**config.mk**
```make
export PLATFORM = sky130hd
export DESIGN_NAME = meas_seq_mc
export DESIGN_NICKNAME = d
export VERILOG_FILES = /design/src/rtl/meas_seq_mc.sv
export SDC_FILE = /design/constraint.sdc
export NUM_CORES = 1
export LEC_CHECK = 0
export CORE_MARGIN = 2
export CORE_UTILIZATION = 35
export CTS_CLUSTER_SIZE = 14
export DETAILED_ROUTE_END_ITERATION = 10
export GPL_TIMING_DRIVEN = 0
export SLEW_MARGIN = 20
export SYNTH_ARGS = -nofsm -noshare
export SYNTH_HDL_FRONTEND = slang
export SYNTH_SLANG_ARGS = --single-unit
```
**constraint.sdc**
```tcl
create_clock -name clk_i -period 2.47 [get_ports clk_i]
set_input_delay 0.3705 -clock clk_i [delete_from_list [all_inputs] [get_ports clk_i]]
set_output_delay 0.3705 -clock clk_i [all_outputs]
set_load 0.1 [all_outputs]
```
**src/rtl/meas_seq_mc.sv**
```systemverilog
// Multi-channel dual-slope conversion sequencer driving the analog front-end control bus.
// Latency: per channel, ref wait + T_RST + T_AZ + T_INT + deintegrate count + 1 result cycle.
// Backpressure: a pending result holds the sequencer in RESULT (integrator discharged) until result_ready_i.
//
// Ports:
//   clk_i, rst_i (sync, active-high)  start_i, abort_i, continuous_i, ch_mask_i, mode_cfg_i
//   comp_i, sat_hi_i, sat_lo_i, ref_ok_i  asynchronous analog status, double-flopped internally
//   afe_sel_o, range_sel_o, afe_reset_o, ref_sign_o, mode_sel_o, ch_sel_o, busy_o  front-end control
//   result_valid_o/result_ready_i handshake with result_o, result_sign_o, result_ch_o,
//   result_range_o, result_ovr_o
// Optional macro AUTORANGE_EN: per-channel autorange (up on overrange with silent retry,
// down after an underrange result). Without it the range is fixed at N_RANGE-1.
module meas_seq_mc #(
    parameter int NUM_CH    = 4,
    parameter int CNT_W     = 16,
    parameter int T_RST     = 16,
    parameter int T_AZ      = 256,
    parameter int T_INT     = 1000,
    parameter int N_RANGE   = 5,
    parameter int UNDER_DIV = 10,
    localparam int CH_W     = $clog2(NUM_CH)
) (
    input  logic                clk_i,
    input  logic                rst_i,
    input  logic                start_i,
    input  logic                abort_i,
    input  logic                continuous_i,
    input  logic [NUM_CH-1:0]   ch_mask_i,
    input  logic [3*NUM_CH-1:0] mode_cfg_i,
    input  logic                comp_i,
    input  logic                sat_hi_i,
    input  logic                sat_lo_i,
    input  logic                ref_ok_i,
    output logic [3:0]          afe_sel_o,
    output logic [4:0]          range_sel_o,
    output logic                afe_reset_o,
    output logic                ref_sign_o,
    output logic [2:0]          mode_sel_o,
    output logic [CH_W-1:0]     ch_sel_o,
    output logic                busy_o,
    output logic                result_valid_o,
    input  logic                result_ready_i,
    output logic [CNT_W-1:0]    result_o,
    output logic                result_sign_o,
    output logic [CH_W-1:0]     result_ch_o,
    output logic [4:0]          result_range_o,
    output logic                result_ovr_o
);

    localparam int TMAX  = (T_INT > T_AZ) ? ((T_INT > T_RST) ? T_INT : T_RST)
                                          : ((T_AZ > T_RST) ? T_AZ : T_RST);
    localparam int TMR_W = $clog2(TMAX + 1);
    localparam logic [4:0] RANGE_TOP = 5'(N_RANGE - 1);

    typedef enum logic [2:0] {
        S_IDLE, S_SELECT, S_WAIT_REF, S_DISCH, S_AZ, S_INT, S_DEINT, S_RESULT
    } state_t;

    state_t            state_q, state_d;
    logic [3:0]        sync1_q, sync1_d, sync2_q, sync2_d;
    logic [NUM_CH-1:0] mask_q, mask_d;
    logic [CH_W-1:0]   ch_q, ch_d;
    logic [2:0]        mode_q, mode_d;
    logic              first_q, first_d;
    logic [TMR_W-1:0]  timer_q, timer_d;
    logic [CNT_W-1:0]  count_q, count_d;
    logic              p_q, p_d;
    logic              ovr_q, ovr_d;
    logic              valid_q, valid_d;
    logic [CNT_W-1:0]  res_cnt_q, res_cnt_d;
    logic              res_sign_q, res_sign_d;
    logic [CH_W-1:0]   res_ch_q, res_ch_d;
    logic [4:0]        res_range_q, res_range_d;
    logic              res_ovr_q, res_ovr_d;

    // Synchronised analog status: [0] comp, [1] sat_hi, [2] sat_lo, [3] ref_ok
    logic comp_s, sat_hi_s, sat_lo_s, ref_ok_s;
    assign comp_s   = sync2_q[0];
    assign sat_hi_s = sync2_q[1];
    assign sat_lo_s = sync2_q[2];
    assign ref_ok_s = sync2_q[3];

    logic [4:0] cur_range;
`ifdef AUTORANGE_EN
    localparam int UNDER_TH = T_INT / UNDER_DIV;
    logic [4:0] range_q [NUM_CH];
    logic [4:0] range_d [NUM_CH];
    assign cur_range = range_q[ch_q];
`else
    assign cur_range = RANGE_TOP;
`endif

    // Channel search over the latched mask
    logic [CH_W-1:0] lowest, next_above;
    logic            found_above;
    always_comb begin
        lowest      = '0;
        next_above  = '0;
        found_above = 1'b0;
        // Descending walk: the last hit is the lowest qualifying channel
        for (int k = NUM_CH - 1; k >= 0; k--) begin
            if (mask_q[k]) begin
                lowest = CH_W'(k);
                if (k > int'(ch_q)) begin
                    next_above  = CH_W'(k);
                    found_above = 1'b1;
                end
            end
        end
    end

    logic            go;
    logic [CH_W-1:0] sel;
    logic [2:0]      mode_pick;
    logic            done, ovr_fin, retry;

    always_comb begin
        sync1_d     = {ref_ok_i, sat_lo_i, sat_hi_i, comp_i};
        sync2_d     = sync1_q;
        state_d     = state_q;
        mask_d      = mask_q;
        ch_d        = ch_q;
        mode_d      = mode_q;
        first_d     = first_q;
        timer_d     = timer_q;
        count_d     = count_q;
        p_d         = p_q;
        ovr_d       = ovr_q;
        valid_d     = valid_q;
        res_cnt_d   = res_cnt_q;
        res_sign_d  = res_sign_q;
        res_ch_d    = res_ch_q;
        res_range_d = res_range_q;
        res_ovr_d   = res_ovr_q;
        go          = 1'b0;
        sel         = lowest;
        mode_pick   = 3'd0;
        done        = 1'b0;
        ovr_fin     = ovr_q;
        retry       = 1'b0;
`ifdef AUTORANGE_EN
        range_d     = range_q;
`endif

        case (state_q)
            S_IDLE: begin
                if (start_i && (|ch_mask_i)) begin
                    mask_d  = ch_mask_i;
                    first_d = 1'b1;
                    state_d = S_SELECT;
                end
            end
            S_SELECT: begin
                first_d = 1'b0;
                if (first_q) begin
                    go = 1'b1;
                end else if (found_above) begin
                    go  = 1'b1;
                    sel = next_above;
                end else if (continuous_i) begin
                    go = 1'b1;
                end
                for (int k = 0; k < NUM_CH; k++) begin
                    if (CH_W'(k) == sel) mode_pick = mode_cfg_i[3*k +: 3];
                end
                if (go) begin
                    ch_d    = sel;
                    mode_d  = mode_pick;
                    state_d = S_WAIT_REF;
                end else begin
                    state_d = S_IDLE;
                end
            end
            S_WAIT_REF: begin
                if (ref_ok_s) begin
                    state_d = S_DISCH;
                    timer_d = '0;
                    ovr_d   = 1'b0;
                end
            end
            S_DISCH: begin
                if (timer_q == TMR_W'(T_RST - 1)) begin
                    state_d = S_AZ;
                    timer_d = '0;
                end else begin
                    timer_d = timer_q + 1'b1;
                end
            end
            S_AZ: begin
                if (timer_q == TMR_W'(T_AZ - 1)) begin
                    state_d = S_INT;
                    timer_d = '0;
                end else begin
                    timer_d = timer_q + 1'b1;
                end
            end
            S_INT: begin
                if (sat_hi_s || sat_lo_s) ovr_d = 1'b1;
                if (timer_q == TMR_W'(T_INT - 1)) begin
                    // Polarity of the integrated charge decides the reference sign
                    state_d = S_DEINT;
                    p_d     = comp_s;
                    count_d = '0;
                end else begin
                    timer_d = timer_q + 1'b1;
                end
            end
            S_DEINT: begin
                if (comp_s != p_q) begin
                    done = 1'b1;
                end else if (count_q == CNT_W'(2 * T_INT)) begin
                    done    = 1'b1;
                    ovr_fin = 1'b1;
                end else begin
                    count_d = count_q + 1'b1;
                end
`ifdef AUTORANGE_EN
                if (done && ovr_fin && (cur_range < RANGE_TOP)) begin
                    // Overrange on a sensitive range: step up and reconvert silently
                    retry          = 1'b1;
                    range_d[ch_q]  = cur_range + 5'd1;
                    state_d        = S_DISCH;
                    timer_d        = '0;
                    ovr_d          = 1'b0;
                end
`endif
                if (done && !retry) begin
                    res_cnt_d   = count_q;
                    res_sign_d  = !p_q;
                    res_ch_d    = ch_q;
                    res_range_d = cur_range;
                    res_ovr_d   = ovr_fin;
                    ovr_d       = ovr_fin;
                    valid_d     = 1'b1;
                    state_d     = S_RESULT;
                end
            end
            S_RESULT: begin
                if (valid_q && result_ready_i) begin
                    valid_d = 1'b0;
                    state_d = S_SELECT;
`ifdef AUTORANGE_EN
                    // Underrange: use a more sensitive range on this channel's next conversion
                    if (!res_ovr_q && (res_cnt_q < CNT_W'(UNDER_TH)) &&
                        (range_q[res_ch_q] != 5'd0)) begin
                        range_d[res_ch_q] = range_q[res_ch_q] - 5'd1;
                    end
`endif
                end
            end
            default: state_d = S_IDLE;
        endcase

        if (abort_i) begin
            state_d = S_IDLE;
            valid_d = 1'b0;
        end
    end

    always_ff @(posedge clk_i) begin
        if (rst_i) begin
            state_q     <= S_IDLE;
            sync1_q     <= '0;
            sync2_q     <= '0;
            mask_q      <= '0;
            ch_q        <= '0;
            mode_q      <= '0;
            first_q     <= 1'b0;
            timer_q     <= '0;
            count_q     <= '0;
            p_q         <= 1'b0;
            ovr_q       <= 1'b0;
            valid_q     <= 1'b0;
            res_cnt_q   <= '0;
            res_sign_q  <= 1'b0;
            res_ch_q    <= '0;
            res_range_q <= '0;
            res_ovr_q   <= 1'b0;
`ifdef AUTORANGE_EN
            for (int k = 0; k < NUM_CH; k++) range_q[k] <= RANGE_TOP;
`endif
        end else begin
            state_q     <= state_d;
            sync1_q     <= sync1_d;
            sync2_q     <= sync2_d;
            mask_q      <= mask_d;
            ch_q        <= ch_d;
            mode_q      <= mode_d;
            first_q     <= first_d;
            timer_q     <= timer_d;
            count_q     <= count_d;
            p_q         <= p_d;
            ovr_q       <= ovr_d;
            valid_q     <= valid_d;
            res_cnt_q   <= res_cnt_d;
            res_sign_q  <= res_sign_d;
            res_ch_q    <= res_ch_d;
            res_range_q <= res_range_d;
            res_ovr_q   <= res_ovr_d;
`ifdef AUTORANGE_EN
            range_q     <= range_d;
`endif
        end
    end

    always_comb begin
        afe_sel_o = 4'b0000;
        case (state_q)
            S_AZ:    afe_sel_o = 4'b0001;
            S_INT:   afe_sel_o = 4'b0010;
            S_DEINT: afe_sel_o = p_q ? 4'b1000 : 4'b0100;
            default: afe_sel_o = 4'b0000;
        endcase
    end

    // Integrator is held discharged whenever it is not actively in use
    assign afe_reset_o    = !((state_q == S_AZ) || (state_q == S_INT) || (state_q == S_DEINT));
    assign ref_sign_o     = (state_q == S_DEINT) && p_q;
    assign range_sel_o    = cur_range;
    assign mode_sel_o     = mode_q;
    assign ch_sel_o       = ch_q;
    assign busy_o         = (state_q != S_IDLE);
    assign result_valid_o = valid_q;
    assign result_o       = res_cnt_q;
    assign result_sign_o  = res_sign_q;
    assign result_ch_o    = res_ch_q;
    assign result_range_o = res_range_q;
    assign result_ovr_o   = res_ovr_q;

endmodule

```
Yosys cells after proc, flatten, opt, wreduce, memory -nomap -nowiden

Index checks and enable logic that the tools add are counted.

Input bits: 26
Flip-flop bits (word level): 71
Output and inout port bits: 43

Mux-type cells: 61
Reductions and logical operators: 28
$lt $le $gt $ge: 3
Equality and inequality tests: 26
$add $sub $neg: 2

Operators with widths:

| cell                  | number |
|---|---|
| $mux 16               | 3 |
| $mux 10               | 4 |
| $pmux 10 s4           | 1 |
| $mux 3                | 11 |
| $pmux 16 s2           | 1 |
| $mux 2                | 14 |
| $pmux 3 s8            | 1 |
| $ne 2x2->1 const B    | 11 |
| $mux 1                | 21 |
| $add 16x1->16 const B | 1 |
| $eq 16x11->1 const B  | 1 |
| $eq 3x3->1 const B    | 4 |
| $pmux 4 s3            | 1 |
| $add 10x1->10 const B | 1 |
| $eq 10x10->1 const B  | 1 |
| $eq 10x4->1 const B   | 1 |
| $eq 10x8->1 const B   | 1 |
| $reduce_and 2->1      | 5 |
| $reduce_and 4->1      | 2 |
| $reduce_and 7->1      | 1 |
| $eq 3x2->1 const B    | 2 |
| $reduce_and 3->1      | 2 |
| $reduce_bool 2->1     | 3 |
| $reduce_bool 3->1     | 2 |
| 17 further kinds      | 25 |

Logic depth before layout (Yosys ltp)

Depth in word-level cells: 15
Gate-level depth with buffers: 9

Worst setup path after synthesis

No wires, ideal clock.

Path kind: register to register
From: reg state_q[1]
To: reg state_q[2]
Stages on the path, launching flop included: 6
Data arrival time: 2.526 ns
Slack: -0.147 ns
Setup time: 0.091 ns
Clock period less this slack: 2.617 ns
Cell sequence: dfxtp_1 > nand2b_1 > nor2_1 > a21boi_0 > nor3_1 > a311oi_1

Word-level cells in the longest chain between the ends: 3
Elaborated cells between the ends (all ways): 17
Those cells by class: 14 x eq/ne; 1 x mux; 2 x reduce/logical

Ends and longest elaborated chain:

| element                                  | line | text |
|---|---|---|
| start: declaration                       | 59   | `state_t state_q, state_d;` |
| start signal: assignment                 | 283  | `state_q <= state_d;` |
| $eq 3x3->1, or another cell as far along | 145  | `case (state_q)` |
| $ne 2x2->1 (no source line)              | --   |  |
| $reduce_and 7->1 (no source line)        | --   |  |

Several ways; a longest one is shown, not always the timed one.
A chain may end at the register's enable or synchronous reset.

Final worst setup path

From: reg ch_q[1] (netlist: ch_sel_o[1])
To: out ch_sel_o[1]

RTL lines:

| element                  | line | text |
|---|---|---|
| start: declaration       | 62   | `logic [CH_W-1:0] ch_q, ch_d;` |
| start signal: assignment | 287  | `ch_q <= ch_d;` |
| end: declaration         | 39   | `output logic [CH_W-1:0] ch_sel_o,` |

No word-level cell between the ends.

==> impl_metrics.ini <==
[synthesis]
synth_edf_count = 0
yosysSeqAreaShare_pct = 40.8
netlist_area_mm2 = 0.00348
syn_avg_cell_area_um2 = 8.93
yosysWarnings = 0
synth-seq-cells = 71
synthSimpleGateAreaFrac_pct = 23.2
synth_xor_area_share_pct = 2.51
async_flop_share_pct = 0
synth_compound_area_share_pct = 16.7
synthAdderAreaFrac_pct = 1.08
yosysTopAreaCell = dfxtp_1
synth-main-ff-cell = dfxtp_1
synth_top_family_by_area = simple AND/OR/NAND/NOR gates
synthTopCellsByArea = dfxtp_1 41%, mux2i_1 8.0%, nor2_1 5.7%
synth_cells = 390
synth_mux_area_share_pct = 9.34
synth_top_area_share_pct = 40.8
synth_cell_types = 63

[clock_network]
clkSinkCount = 71
clock_latency_ns = 0.35
cts_tree = done
ctsLongestPathBuffers = 2
clk_pin_slew_ns = 0.07
htreeDepth = 3
clock-root-buffer = clkbuf_8
cts_setup_buffers = 0
hold_buffers = 0
cts_buffers = 9

[critical_path]
crit_family = buffers and inverters
worst-setup-path-type = reg2out
cp-start-kind = flip-flop
path_cells = clkdlybuf4s50_1
cp-end-kind = primary output
critPathMaxStageDelay_ns = 1.19
reg2regPathDepth = 6
cp.required_ns = 2.10
r2r_end = timer_q[9]
path_depth = 1
worstSetupEndpoint = ch_sel_o[1]
critical_path.max_fanout = 8
crit_slowest_cell = clkdlybuf4s50_1
r2r-start = timer_q[0]
crit_buf_inv = 1
reg2reg_setup_slack_ns = 0.22
arrival_ns = 2.00
startpoint = ch_sel_o[1]

[drt]
drc = 0
drt-vias-per-instance = 4.88
drt_iter0_markers = 112
routed_wl_um = 7870
antenna_left = 0
vias = 2952
dr.pass1.iters = 4
wl_per_cell_um = 13.0

[pwr]
power_frac_clock_pct = 40.3
intPower_w = 0.00187
seqPwrFrac_pct = 46.7
combPwrFrac_pct = 13.0
power.leakage_nw = 1.61
p_per_area_mw_per_mm2 = 565
p_switching_w = 0.000655
p_sw_share_pct = 25.9
ir_drop_mv = 0.359

[timing]
fmax_ghz = 0.422
tightest_slew_ns = 0.991
fin_crit_sh_pct = 96.0
final.min_clock_period_ns = 2.37
setup_viol = 0
clock_skew_ns = 0.0140
hold_viol = 0
maxSlewHeadroom_pct = 33.8
final-max-slew-violation-count = 0
rsz0062_at_grt = false

[layout]
area_growth_pct = 28.5
layout_common_cells = 71 x dfxtp_1, 52 x clkdlybuf4s50_1, 50 x nor2_1
fin_nets = 496
fillers = 977
drive_gt1_share_pct = 13.3
fin_area_mm2 = 0.00448
finalNonFillerCells = 605
n_antenna_cell = 0
final_common_cell = dfxtp_1

[floorplan]
die-area_mm2 = 0.0108
io_pins = 69
coreArea_mm2 = 0.00973
die_w_um = 104
num_rows = 36
start_util_pct = 35.8
fp.dieH_um = 104

[placed_design]
place.gp.congestion = 0.843
dp_cells = 589
hpwl_um = 5950
place.port_buffers = 59
placed_area_mm2 = 0.00427

[global_routing]
grt_max_degree = 13
first_global_vias = 2709
grt_antenna_before_repair = 0
track_usage_pct = 15.2
grt_pass1_wl_um = 13300
overflow = 0

[flow_run]
cap_violations = 0

[hold_path]
hold_class = reg2reg
whs_path_depth = 1

[outcome]
status = finished, final reports clean
-- flip-flops by register name, indices dropped and copies added, names as in the netlist, 2 cells and up --
signal	cells
ch_sel_o	2
count_q	16
mask_q	4
mode_sel_o	3
result_ch_o	2
result_o	16
state_q	3
sync1_q	4
sync2_q	4
timer_q	10
-- Yosys cell counts (3+ instances only) --
cell type and instances:
nor2_1 53, a211oi_1 5, nand2_1 17, xor2_1 8, nor3_1 7, o2111ai_1 3, nand2b_1 5, a211oi_2 4
a21oi_1 20, clkbuf_1 10, buf_6 4, or3_1 17, o21ai_0 10, o21a_1 3, and2_1 10, dfxtp_1 71
o21ai_1 9, mux2i_1 28, inv_1 10, nand3_1 9, or2_2 5, o211ai_1 3, a2111oi_0 4, buf_4 11
buf_2 3, nor2b_1 10, ha_1 3
-- cell type report --
| cell class | instances | area [µm²] | share of cell area (%) |
|---|---|---|---|
| Buffer | 28 | 180 | 4.02 |
| Clock buffer | 10 | 138 | 3.07 |
| Clock inverter | 6 | 83.8 | 1.87 |
| Inverter | 10 | 37.5 | 0.838 |
| Multi-Input combinational cell | 288 | 1880 | 42.0 |
| Sequential cell | 71 | 1420 | 31.7 |
| Tap cell | 133 | 166 | 3.72 |
| Timing Repair Buffer | 59 | 573 | 12.8 |
-- timing repair --
item / 4_1_cts / 5_1_grt
setup endpoints to repair: 7 / 3
pin swaps: 0 / 0
resized for setup: 18 / 4
-- worst min path at each step --
stage | slack [ns] | from | to
floorplan | 0.41 | sync1_q[0] | sync2_q[0]
global placement | 0.42 | sync1_q[0] | sync2_q[0]
detailed placement | 0.42 | sync1_q[0] | sync2_q[0]
CTS | 0.44 | sync1_q[0] | sync2_q[0]
global route | 0.45 | sync1_q[1] | sync2_q[1]
finish | 0.43 | sync1_q[0] | sync2_q[0]
-- per-layer routing --
metal	vias to the layer above	global-route usage [%]	part of all wire, %
met2	54	23.9	44
li1	1522	-	-
met1	1365	20.1	50
met5	-	0	0
met3	11	4.03	4.6
met4	0	5.50	1.5
-- logic make-up (layout without fill, tap and decap cells) --
logic type                 count (synthesis)  count (layout)
AOI/OAI and AO/OA                         81              81
other                                      2               9
adders and majority gates                  3               3
buffers and inverters                     38             113
and+or+nand+nor                          154             154
muxes                                     31              31
DFF                                       71              71
xor gates and xnor gates                  10              10
-- stage by stage --
step                      power, W  hold WS, ns  setup WS (ns)  TNS (ns)  util, %
after global routing       0.00265        0.453        0.00664         0     46.0
after floorplan            0.00145        0.414        0.00956         0        -
final                      0.00253        0.434         0.0978         0     46.0
after detailed placement   0.00154        0.420         -0.321    -0.767     43.9
after CTS                  0.00257        0.437        0.00310         0     46.2
after global placement     0.00153        0.419         -0.273    -0.691     43.9
-- power groups by stage --
stage | logic (W) | registers [W] | clock network [W]
6_report | 0.000329 | 0.00118 | 0.00102
4_1_cts | 0.000331 | 0.00118 | 0.00106
3_5_place_dp | 0.000331 | 0.00121 | 0
5_1_grt | 0.000352 | 0.00118 | 0.00111
3_3_place_gp | 0.000329 | 0.00121 | 0
2_1_floorplan | 0.000206 | 0.00124 | 0
(Power assumes the default switching activity.)
